File: src/rtl/video_stream_gen_if.sv
// Pixel-stream bundle (vsync/href/clken + RGB565 data + target mask) between the
// video source and its consumers.
interface video_stream_gen_if;
    logic        frame_vsync;
    logic        frame_href;
    logic        frame_clken;
    logic [15:0] frame_data;
    logic        frame_mask;
    logic        frame_done;

    modport master (
        output frame_vsync, frame_href, frame_clken, frame_data, frame_mask, frame_done
    );

    modport slave (
        input frame_vsync, frame_href, frame_clken, frame_data, frame_mask, frame_done
    );
endinterface

File: src/rtl/video_stream_gen.sv
// Colour-bar video source with a 1-bit target mask on the vsync/href/clken protocol.
// Define VIDEO_STREAM_GEN_BOX_MOVE_EN to make the target bounce; otherwise it sits centred.
module video_stream_gen #(
    parameter int IMG_WIDTH  = 640,
    parameter int IMG_HEIGHT = 480,
    parameter int CLKEN_DIV  = 1,
    parameter int H_BLANK    = 16,
    parameter int V_FRONT    = 8,
    parameter int V_BACK     = 8,
    parameter int V_BLANK    = 64,
    parameter int BOX_SIZE   = 64,
    parameter int BOX_STEP   = 4
) (
    input  logic               clk,
    input  logic               rst_n,
    input  logic               gen_en,
    video_stream_gen_if.master vid
);

    localparam int BAR_W = (IMG_WIDTH / 8 > 0) ? IMG_WIDTH / 8 : 1;

    typedef enum logic [2:0] {
        S_IDLE,
        S_FRONT,
        S_ACTIVE,
        S_HBLANK,
        S_BACK,
        S_VBLANK
    } state_t;

    state_t      r_state;
    state_t      w_state_nxt;
    logic [31:0] r_cnt, w_cnt_nxt;
    logic [31:0] r_div, w_div_nxt;
    logic [10:0] r_x, w_x_nxt;
    logic [10:0] r_y, w_y_nxt;
    logic [10:0] w_bx, w_by;

    logic        r_vsync, r_href, r_clken, r_mask, r_done;
    logic [15:0] r_data;
    logic        w_vsync, w_href, w_clken, w_mask, w_done;
    logic [15:0] w_data;

    function automatic logic [15:0] bar_colour(input logic [10:0] x);
        logic [10:0] b;
        b = x / 11'(BAR_W);
        case (b)
            11'd0:   return 16'hFFFF;
            11'd1:   return 16'hFFE0;
            11'd2:   return 16'h07FF;
            11'd3:   return 16'h07E0;
            11'd4:   return 16'hF81F;
            11'd5:   return 16'hF800;
            11'd6:   return 16'h001F;
            default: return 16'h0000;
        endcase
    endfunction

    function automatic logic in_box(input logic [10:0] x, input logic [10:0] y,
                                    input logic [10:0] bx, input logic [10:0] by);
        logic [11:0] xe, ye;
        xe = {1'b0, bx} + 12'(BOX_SIZE);
        ye = {1'b0, by} + 12'(BOX_SIZE);
        return (x >= bx) && ({1'b0, x} < xe) && (y >= by) && ({1'b0, y} < ye);
    endfunction

    always_ff @(posedge clk or negedge rst_n) begin
        if (!rst_n) begin
            r_state <= S_IDLE;
            r_cnt   <= '0;
            r_div   <= '0;
            r_x     <= '0;
            r_y     <= '0;
        end else begin
            r_state <= w_state_nxt;
            r_cnt   <= w_cnt_nxt;
            r_div   <= w_div_nxt;
            r_x     <= w_x_nxt;
            r_y     <= w_y_nxt;
        end
    end

    always_comb begin
        w_state_nxt = r_state;
        w_cnt_nxt   = r_cnt;
        w_div_nxt   = r_div;
        w_x_nxt     = r_x;
        w_y_nxt     = r_y;
        case (r_state)
            S_IDLE: begin
                w_cnt_nxt = '0;
                if (gen_en) w_state_nxt = S_FRONT;
            end
            S_FRONT: begin
                w_x_nxt   = '0;
                w_y_nxt   = '0;
                w_div_nxt = '0;
                if (r_cnt == 32'(V_FRONT - 1)) begin
                    w_state_nxt = S_ACTIVE;
                    w_cnt_nxt   = '0;
                end else begin
                    w_cnt_nxt = r_cnt + 32'd1;
                end
            end
            S_ACTIVE: begin
                if (r_div == 32'(CLKEN_DIV - 1)) begin
                    w_div_nxt = '0;
                    if (r_x == 11'(IMG_WIDTH - 1)) begin
                        w_x_nxt = '0;
                        // Last line skips HBLANK and goes straight to the back porch.
                        if (r_y == 11'(IMG_HEIGHT - 1)) begin
                            w_state_nxt = S_BACK;
                        end else begin
                            w_state_nxt = S_HBLANK;
                            w_y_nxt     = r_y + 11'd1;
                        end
                    end else begin
                        w_x_nxt = r_x + 11'd1;
                    end
                end else begin
                    w_div_nxt = r_div + 32'd1;
                end
            end
            S_HBLANK: begin
                w_div_nxt = '0;
                if (r_cnt == 32'(H_BLANK - 1)) begin
                    w_state_nxt = S_ACTIVE;
                    w_cnt_nxt   = '0;
                end else begin
                    w_cnt_nxt = r_cnt + 32'd1;
                end
            end
            S_BACK: begin
                if (r_cnt == 32'(V_BACK - 1)) begin
                    w_state_nxt = S_VBLANK;
                    w_cnt_nxt   = '0;
                end else begin
                    w_cnt_nxt = r_cnt + 32'd1;
                end
            end
            S_VBLANK: begin
                if (r_cnt == 32'(V_BLANK - 1)) begin
                    w_state_nxt = gen_en ? S_FRONT : S_IDLE;
                    w_cnt_nxt   = '0;
                end else begin
                    w_cnt_nxt = r_cnt + 32'd1;
                end
            end
            default: begin
                w_state_nxt = S_IDLE;
                w_cnt_nxt   = '0;
            end
        endcase
    end

    // Outputs decode the next state so every output lands on the same edge as the state.
    always_comb begin
        w_vsync = (w_state_nxt == S_FRONT) || (w_state_nxt == S_ACTIVE) ||
                  (w_state_nxt == S_HBLANK) || (w_state_nxt == S_BACK);
        w_href  = (w_state_nxt == S_ACTIVE);
        w_clken = w_href && (w_div_nxt == 32'd0);
        w_mask  = w_href && in_box(w_x_nxt, w_y_nxt, w_bx, w_by);
        w_data  = 16'h0000;
        if (w_href) w_data = w_mask ? 16'hFFFF : bar_colour(w_x_nxt);
        w_done  = (r_state == S_BACK) && (w_state_nxt == S_VBLANK);
    end

    always_ff @(posedge clk or negedge rst_n) begin
        if (!rst_n) begin
            r_vsync <= 1'b0;
            r_href  <= 1'b0;
            r_clken <= 1'b0;
            r_mask  <= 1'b0;
            r_done  <= 1'b0;
            r_data  <= '0;
        end else begin
            r_vsync <= w_vsync;
            r_href  <= w_href;
            r_clken <= w_clken;
            r_mask  <= w_mask;
            r_done  <= w_done;
            r_data  <= w_data;
        end
    end

`ifdef VIDEO_STREAM_GEN_BOX_MOVE_EN
    // Returns {dir_neg, pos}: steps one axis, clamping at either wall and reversing on overshoot.
    function automatic logic [11:0] step_axis(input logic [10:0] pos, input logic dir_neg,
                                              input logic [10:0] lim);
        logic [11:0] sum;
        if (!dir_neg) begin
            sum = {1'b0, pos} + 12'(BOX_STEP);
            if (sum > {1'b0, lim}) return {1'b1, lim};
            return {1'b0, sum[10:0]};
        end
        if ({1'b0, pos} < 12'(BOX_STEP)) return {1'b0, 11'd0};
        return {1'b1, pos - 11'(BOX_STEP)};
    endfunction

    logic [10:0] r_bx, r_by;
    logic        r_dx_neg, r_dy_neg;
    logic [11:0] w_step_x, w_step_y;

    assign w_step_x = step_axis(r_bx, r_dx_neg, 11'(IMG_WIDTH - BOX_SIZE));
    assign w_step_y = step_axis(r_by, r_dy_neg, 11'(IMG_HEIGHT - BOX_SIZE));

    always_ff @(posedge clk or negedge rst_n) begin
        if (!rst_n) begin
            r_bx     <= '0;
            r_by     <= '0;
            r_dx_neg <= 1'b0;
            r_dy_neg <= 1'b0;
        end else if (w_done) begin
            {r_dx_neg, r_bx} <= w_step_x;
            {r_dy_neg, r_by} <= w_step_y;
        end
    end

    assign w_bx = r_bx;
    assign w_by = r_by;
`else
    assign w_bx = 11'((IMG_WIDTH - BOX_SIZE) / 2);
    assign w_by = 11'((IMG_HEIGHT - BOX_SIZE) / 2);
`endif

    assign vid.frame_vsync = r_vsync;
    assign vid.frame_href  = r_href;
    assign vid.frame_clken = r_clken;
    assign vid.frame_data  = r_data;
    assign vid.frame_mask  = r_mask;
    assign vid.frame_done  = r_done;

endmodule

File: src/flat_wrapper.sv
// flat-port wrapper written by rule: the top's interface ports become plain ports
module video_stream_gen_flat 
#(
    parameter int IMG_WIDTH  = 640,
    parameter int IMG_HEIGHT = 480,
    parameter int CLKEN_DIV  = 1,
    parameter int H_BLANK    = 16,
    parameter int V_FRONT    = 8,
    parameter int V_BACK     = 8,
    parameter int V_BLANK    = 64,
    parameter int BOX_SIZE   = 64,
    parameter int BOX_STEP   = 4
)
  (clk, rst_n, gen_en, vid_frame_vsync, vid_frame_href, vid_frame_clken, vid_frame_data, vid_frame_mask, vid_frame_done);
  video_stream_gen_if vid_i ();
  input  logic clk;
  input  logic rst_n;
  input  logic gen_en;
  output wire logic [$bits(vid_i.frame_vsync)-1:0] vid_frame_vsync;
  output wire logic [$bits(vid_i.frame_href)-1:0] vid_frame_href;
  output wire logic [$bits(vid_i.frame_clken)-1:0] vid_frame_clken;
  output wire logic [$bits(vid_i.frame_data)-1:0] vid_frame_data;
  output wire logic [$bits(vid_i.frame_mask)-1:0] vid_frame_mask;
  output wire logic [$bits(vid_i.frame_done)-1:0] vid_frame_done;
  assign vid_frame_vsync = vid_i.frame_vsync;
  assign vid_frame_href = vid_i.frame_href;
  assign vid_frame_clken = vid_i.frame_clken;
  assign vid_frame_data = vid_i.frame_data;
  assign vid_frame_mask = vid_i.frame_mask;
  assign vid_frame_done = vid_i.frame_done;
  video_stream_gen #(.IMG_WIDTH(IMG_WIDTH), .IMG_HEIGHT(IMG_HEIGHT), .CLKEN_DIV(CLKEN_DIV), .H_BLANK(H_BLANK), .V_FRONT(V_FRONT), .V_BACK(V_BACK), .V_BLANK(V_BLANK), .BOX_SIZE(BOX_SIZE), .BOX_STEP(BOX_STEP)) u_core (.clk(clk), .rst_n(rst_n), .gen_en(gen_en), .vid(vid_i));
endmodule
File: config.mk
export PLATFORM = sky130hd
export DESIGN_NAME = video_stream_gen_flat
export DESIGN_NICKNAME = d
export VERILOG_FILES = /design/src/rtl/video_stream_gen_if.sv /design/src/rtl/video_stream_gen.sv /design/src/flat_wrapper.sv
export SDC_FILE = /design/constraint.sdc
export NUM_CORES = 1
export LEC_CHECK = 0
export CORE_UTILIZATION = 45
export CTS_CLUSTER_SIZE = 12
export DETAILED_ROUTE_END_ITERATION = 8
export PLACE_DENSITY_LB_ADDON = 0.25
export SYNTH_ARGS = -nofsm -noshare
export SYNTH_HDL_FRONTEND = slang
export SYNTH_SLANG_ARGS = --single-unit
File: constraint.sdc
create_clock -name clk -period 6 [get_ports clk]
set_input_delay 1.5 -clock clk [delete_from_list [all_inputs] [get_ports clk]]
set_output_delay 1.5 -clock clk [all_outputs]
set_load 0.01 [all_outputs]
==> results of run 1 <==
[synth_stat cells, drive strengths merged, types with 9 or more instances]
| library cell | count |
|---|---|
| nand4 | 29 |
| or4 | 11 |
| buf | 23 |
| nor4 | 24 |
| and4 | 11 |
| a21oi | 25 |
| nor2 | 36 |
| and3 | 23 |
| o31ai | 28 |
| nor3 | 20 |
| dfrtp | 97 |
| o21ai | 101 |
| inv | 21 |
| clkbuf | 27 |
| nand3 | 45 |
| nand2 | 101 |
| xnor2 | 9 |
[sequential cells by signal, summed over array words and instances, names as in the netlist]
register                count
u_core.r_cnt               32
u_core.r_div               32
u_core.r_x                 11
u_core.r_y                 11
u_core.r_state              3
u_core.vid.frame_data       3
u_core.vid.frame_clken      1
u_core.vid.frame_done       1
u_core.vid.frame_href       1
u_core.vid.frame_mask       1
u_core.vid.frame_vsync      1
[area by class of cell]
type	instances	area, um^2
clock inverter	6	75.1
tap	176	220
sequential	97	2430
timing repair buffer	29	273
clock buffer	10	239
multi-input combinational	574	3430
fill	1281	6600
inverter	23	87.6
[through the flow]
stage | util, % | power, mW | setup WS (ps) | cell area, um^2
2_1_floorplan | - | 0.666 | 2820 | 6200
3_3_place_gp | 48.2 | 0.682 | 1940 | 6440
3_5_place_dp | 48.2 | 0.682 | 1900 | 6440
4_1_cts | 50.6 | 1.30 | 1850 | 6750
5_1_grt | 50.6 | 1.32 | 1490 | 6750
6_report | 50.6 | 1.28 | 1840 | 6750
[worst max-delay path, cell delays in order, from the launching register on]
cell and delay (ps):
dfrtp_1 450, nor4_2 370, nand4_1 390, o31ai_4 980
nand2_1 330, a21o_1 250, a21o_1 180, or4_1 490
a2111o_1 440, a32oi_1 190
[where the power goes]
| part | leakage [nW] | switching [mW] | internal, mW |
|---|---|---|---|
| Sequential | 1.30 | 0 | 0.653 |
| Clock | 0.151 | 0.273 | 0.341 |
| Combinational | 1.36 | 0.0131 | 0.00142 |
| Total | 2.81 | 0.286 | 0.995 |
[routing by layer]
layer | wire length, um | vias up
li1 | - | 2753
met1 | 7060 | 2781
met2 | 7500 | 207
met3 | 929 | 27
met4 | 294 | 0
met5 | 0 | -
[logic make-up (layout without fill, tap and decap cells)]
group	after synthesis	after routing	synth area share (%)
buffers and inverters	73	68	5.73
XOR/XNOR	17	17	2.40
adder cells (fa/ha/maj)	5	5	1.01
multiplexers	7	7	1.31
AO/OA/AOI/OAI	207	207	20.7
AND/OR/NAND/NOR	338	338	29.7
flip-flops	97	97	39.2
[worst paths after layout]
path | endpoint | depth (start not counted)
setup reg to reg | u_core.vid.frame_data[4]$_DFF_PN0_ | 9
hold reg to reg | u_core.r_cnt[1]$_DFFE_PN0N_ | 2
setup / recovery | u_core.vid.frame_data[4]$_DFF_PN0_ | 9
hold / removal | u_core.r_cnt[1]$_DFFE_PN0N_ | 2
max in group asynchronous | u_core.vid.frame_clken$_DFF_PN0_ | 2
min in group asynchronous | u_core.vid.frame_data[14]$_DFF_PN0_ | 1
==> out/qor.yml, run 1 <==
drt:
  vias: 5768
  wire_per_inst_um: 17.2
  drcViolationCount: 0
  wl_mm: 15.8
  drtAntennaViolNets: 0
  via_per_inst: 6.30
  dr.pass1.iters: 7
  drt-initial-drc-count: 475
placed_design:
  gp_congestion: 0.910
  port_buffers: 23
  dp.cells: 899
  hpwlAfterDp_mm: 10.8
global_routing:
  grt_use_met1_pct: 31.3
  grt_pass1_wl_mm: 26.5
  grt_usage_pct: 23.3
  grt_use_met2_pct: 36.7
  grt_pass1_vias: 5369
  grt_antenna_before_repair: 0
  grt_max_degree: 54
  overflow: 0
  busiest_layer: "met2"
  grt_use_met3_pct: 4.79
cts:
  clkTransAtPathRegs_ps: 70
  numCtsBuffers: 9
  cts_sinks: 97
  clockRootBuffer: "clkbuf_16"
  cts_hold_buffers: 0
  cts_tree: "yes"
  worstSkewPairLatency_ps: 370
  cts_setup_buffers: 0
  clock_path_buffers: 2
  cts_max_level: 3
  cts_resized: 0
sta:
  setup_tns_ps: 0
  slew_violations: 0
  rsz0062_at_grt: "no"
  fin_worst_skew_ps: 13.6
  relSlewSlack_pct: 33.4
  finalHoldViolCount: 0
  fin_crit_ps: 4160
  setup_viol: 0
  fin_hold_ws_ps: 520
  finalCritPeriodShare_pct: 69.3
  tightest_slew_ps: 998
  max_freq_mhz: 240
final_layout:
  layout_common_cells: "nand2_1 (101), o21ai_0 (97), dfrtp_1 (97), nand3_1 (43), nor2_1 (36)"
  nets: 742
  drive_above_1_share_pct: 6.22
  diodes: 0
  final_common_cell: "nand2_1"
  area.growth.synth_to_final_pct: 8.92
  fin_cells: 915
synth:
  async_flop_share_pct: 100
  yosysWarningCount: 0
  syn-num-nets: 752
  avgSynthCellArea_um2: 8.33
  ys_ff_latch: 97
  ys.flop_type: "dfrtp_1"
  ys_top_cells_by_area: "dfrtp_1 (39%), o21ai_0 (7.8%), nand2_1 (6.1%)"
  netlist.area_leader.share_pct: 39.2
  yosysTopAreaCell: "dfrtp_1"
  synth_area_mm2: 0.00620
  synth_edf_count: 0
  yosys.cell_types.count: 77
  ys_seq_area_share_pct: 39.2
  synthCells: 744
die:
  chipHeight_um: 119
  rows: 42
  die_w_um: 119
  start_util_pct: 46.4
  core-area_mm2: 0.0133
  dieArea_mm2: 0.0142
  io_pins: 24
critical_path:
  timing.rr.start: "u_core.r_div[30]$_DFF_PN0_"
  worstSetupStartpointType: "flip-flop"
  crit_required_ps: 6270
  rrSetupSlack_ps: 1840
  startpoint: "u_core.r_div[30]$_DFF_PN0_"
  cp-end-kind: "flip-flop"
  worstPathArrival_ps: 4430
  crit_path_max_fanout: 28
  critPathKind: "flip-flop to flip-flop"
outcome:
  status: "finished, final reports clean"
worst_hold_path:
  min_from: "u_core.r_cnt[1]$_DFFE_PN0N_"
  hp-class: "flip-flop to flip-flop"
job:
  cap_viol_max_count: 0
power_and_ir_drop:
  ir_worst_vdd_mv: 0.230
  p_leak_nw: 2.81
  power.density_mw_per_mm2: 190
Note: power is estimated with default switching activity, not from simulation.
==> inputs of run 2 (changes only) <==
clock period = 4.3 ns   (was 6 ns; I/O delays follow)
==> run 2 against run 1 <==
Highest routed layer unchanged. Via count is 0.81% lower. Sequential power is 40% higher. Sequential cell count did not move. Critical path depth rose by 3. Non-clock buffer count grew 6. Worst setup slack lost 1300 ps. Core utilization barely moved. Routed wire length decreased by 0.22%.
==> out/qor.yml, run 2 (synthesized netlist as in run 1, its figures left out) <==
outcome:
  status: "finished, final reports clean"
drt:
  via_per_inst: 6.22  # -1.4%
  vias: 5721  # -0.81%
  drcViolationCount: 0  # unchanged
  wl_mm: 15.7  # -0.22%
  wire_per_inst_um: 17.1  # -0.76%
  dr.pass1.iters: 5  # -2
  drt-initial-drc-count: 470  # -1.1%
  drtAntennaViolNets: 0  # unchanged
placed_design:
  hpwlAfterDp_mm: 11.1  # +2.8%
  placed_cell_area_mm2: 0.00648  # +0.70%
  gp_congestion: 0.916  # +0.76%
  port_buffers: 23  # unchanged
sta:
  setup_viol: 0  # unchanged
  finalHoldViolCount: 0  # unchanged
  setup_tns_ps: 0  # unchanged
  fin_crit_ps: 3760  # -401 ps
  finalCritPeriodShare_pct: 87.4  # +18 points
  relSlewSlack_pct: 46.4  # +13 points
  slew_violations: 0  # unchanged
  fin_hold_ws_ps: 503  # -17.0 ps
  fin_worst_skew_ps: 9.56  # -4.03 ps
  tightest_slew_ps: 801  # -197 ps
  rsz0062_at_grt: "no"
  max_freq_mhz: 266  # +11%
cts:
  cts_tree: "yes"
  clkTransAtPathRegs_ps: 70  # about the same
  numCtsBuffers: 9  # unchanged
  clock_path_buffers: 2  # unchanged
  clockRootBuffer: "clkbuf_16"
  cts_sinks: 97  # unchanged
  cts_hold_buffers: 0  # unchanged
  cts_resized: 0  # unchanged
  cts_setup_buffers: 0  # unchanged
  worstSkewPairLatency_ps: 360  # about the same
  cts_max_level: 3  # unchanged
critical_path:
  worstSetupStartpointType: "flip-flop"
  critPathKind: "flip-flop to flip-flop"
  slowest_stage: "or4_1"
  crit_path_max_fanout: 9  # -68%
  crit_required_ps: 4570  # -1700 ps
  path_buf_inv: 2  # +2
  worstPathArrival_ps: 4030  # -400 ps
  path_cells: "inv_1 -> ha_1 -> nor4b_2 -> and3_1 -> nand3_2 -> o32ai_1 -> or2_1 -> inv_2 -> or3_1 -> or4_1 -> a2111o_1 -> a32oi_1"
  path_delay_family: "simple AND/OR/NAND/NOR gates"
  slowest_delay_ps: 470  # -510 ps
  cp-end-kind: "flip-flop"
job:
  cap_viol_max_count: 0  # unchanged
die:
  start_util_pct: 46.4  # unchanged
  die_w_um: 119  # unchanged
  dieArea_mm2: 0.0142  # unchanged
  core-area_mm2: 0.0133  # unchanged
  chipHeight_um: 119  # unchanged
  rows: 42  # unchanged
  io_pins: 24  # unchanged
final_layout:
  stdcell_area_mm2: 0.00676  # about the same
  final_common_cell: "nand2_1"
  seq_area_mm2: 0.00243  # unchanged
  multi_input_area_mm2: 0.00343  # unchanged
  area.growth.synth_to_final_pct: 8.98  # about the same
  diodes: 0  # unchanged
  top_regs: "u_core.r_cnt (32), u_core.r_div (32)"
  drive_above_1_share_pct: 6.72  # +0.50 points
  layout_common_cells: "nand2_1 (101), o21ai_0 (97), dfrtp_1 (97), nand3_1 (43), nor2_1 (36)"
  fillers: 1283  # +0.16%
  fin_util_pct: 50.6  # about the same
  nets: 748  # +0.81%
worst_hold_path:
  hp-class: "flip-flop to flip-flop"
global_routing:
  grt_usage_pct: 23.0  # -0.27 points
  grt_antenna_before_repair: 0  # unchanged
  overflow: 0  # unchanged
  grt_max_degree: 43  # -20%
  grt_pass1_wl_mm: 26.3  # -0.57%
  grt_pass1_vias: 5386  # +0.32%
power_and_ir_drop:
  ir_worst_vdd_mv: 0.274  # +19%
  total_power_mw: 1.70  # +32%
  power.density_mw_per_mm2: 251  # +32%
  p_leak_nw: 2.82  # +0.26%
## run 2: per-layer routing
| metal | routed length [um] | share of wire (%) | GRT usage [%] | up-vias |
|---|---|---|---|---|
| met5 | 0 | 0 | 0 | - |
| met4 | 261 | 1.7 | 7.19 | 0 |
| met3 | 872 | 5.5 | 5.17 | 26 |
| met2 | 7310 | 46 | 36.7 | 216 |
| met1 | 7300 | 46 | 31.0 | 2703 |
| li1 | - | - | - | 2776 |
## run 2: path summary, 6_finish.rpt
check,startpoint,endpoint,slack (ps),depth (start not counted)
setup / recovery,u_core.r_div[0]$_DFF_PN0_,u_core.vid.frame_data[4]$_DFF_PN0_,540,12
hold / removal,u_core.r_y[2]$_DFF_PN0_,u_core.r_y[2]$_DFF_PN0_,500,1
setup reg to reg,u_core.r_div[0]$_DFF_PN0_,u_core.vid.frame_data[4]$_DFF_PN0_,540,12
hold reg to reg,u_core.r_y[2]$_DFF_PN0_,u_core.r_y[2]$_DFF_PN0_,500,1
max in group asynchronous,rst_n,u_core.r_div[18]$_DFF_PN0_,2800,2
min in group asynchronous,rst_n,u_core.vid.frame_data[10]$_DFF_PN0_,680,1
## run 2: layout make-up
| cell class | instances | area share [%] |
|---|---|---|
| flip-flops and latches | 97 | 35.9 |
| well taps | 176 | 3.26 |
| multi-input cells | 574 | 50.8 |
| repair buffers | 35 | 4.70 |
| clock inverters | 4 | 0.445 |
| inverters | 23 | 1.30 |
| clock buffers | 11 | 3.59 |
## run 2: where the power goes
group	leakage, nW	switching (mW)	total [mW]	internal (mW)
registers	1.30	0	0.912	0.912
logic	1.38	0.0184	0.0210	0.00259
clock network	0.132	0.357	0.763	0.406
total	2.82	0.375	1.70	1.32
## run 2: stage by stage
stage	cells	worst slack (ps)
after global routing	920	305
after floorplan	744	1120
after global placement	905	672
final	920	540
after detailed placement	905	583
after CTS	920	551
==> inputs of run 3 (changes only) <==
TNS_END_PERCENT = 1   (was default)
==> results of run 3 <==
The final DEF is identical to that of run 2; final timing and power are the same.
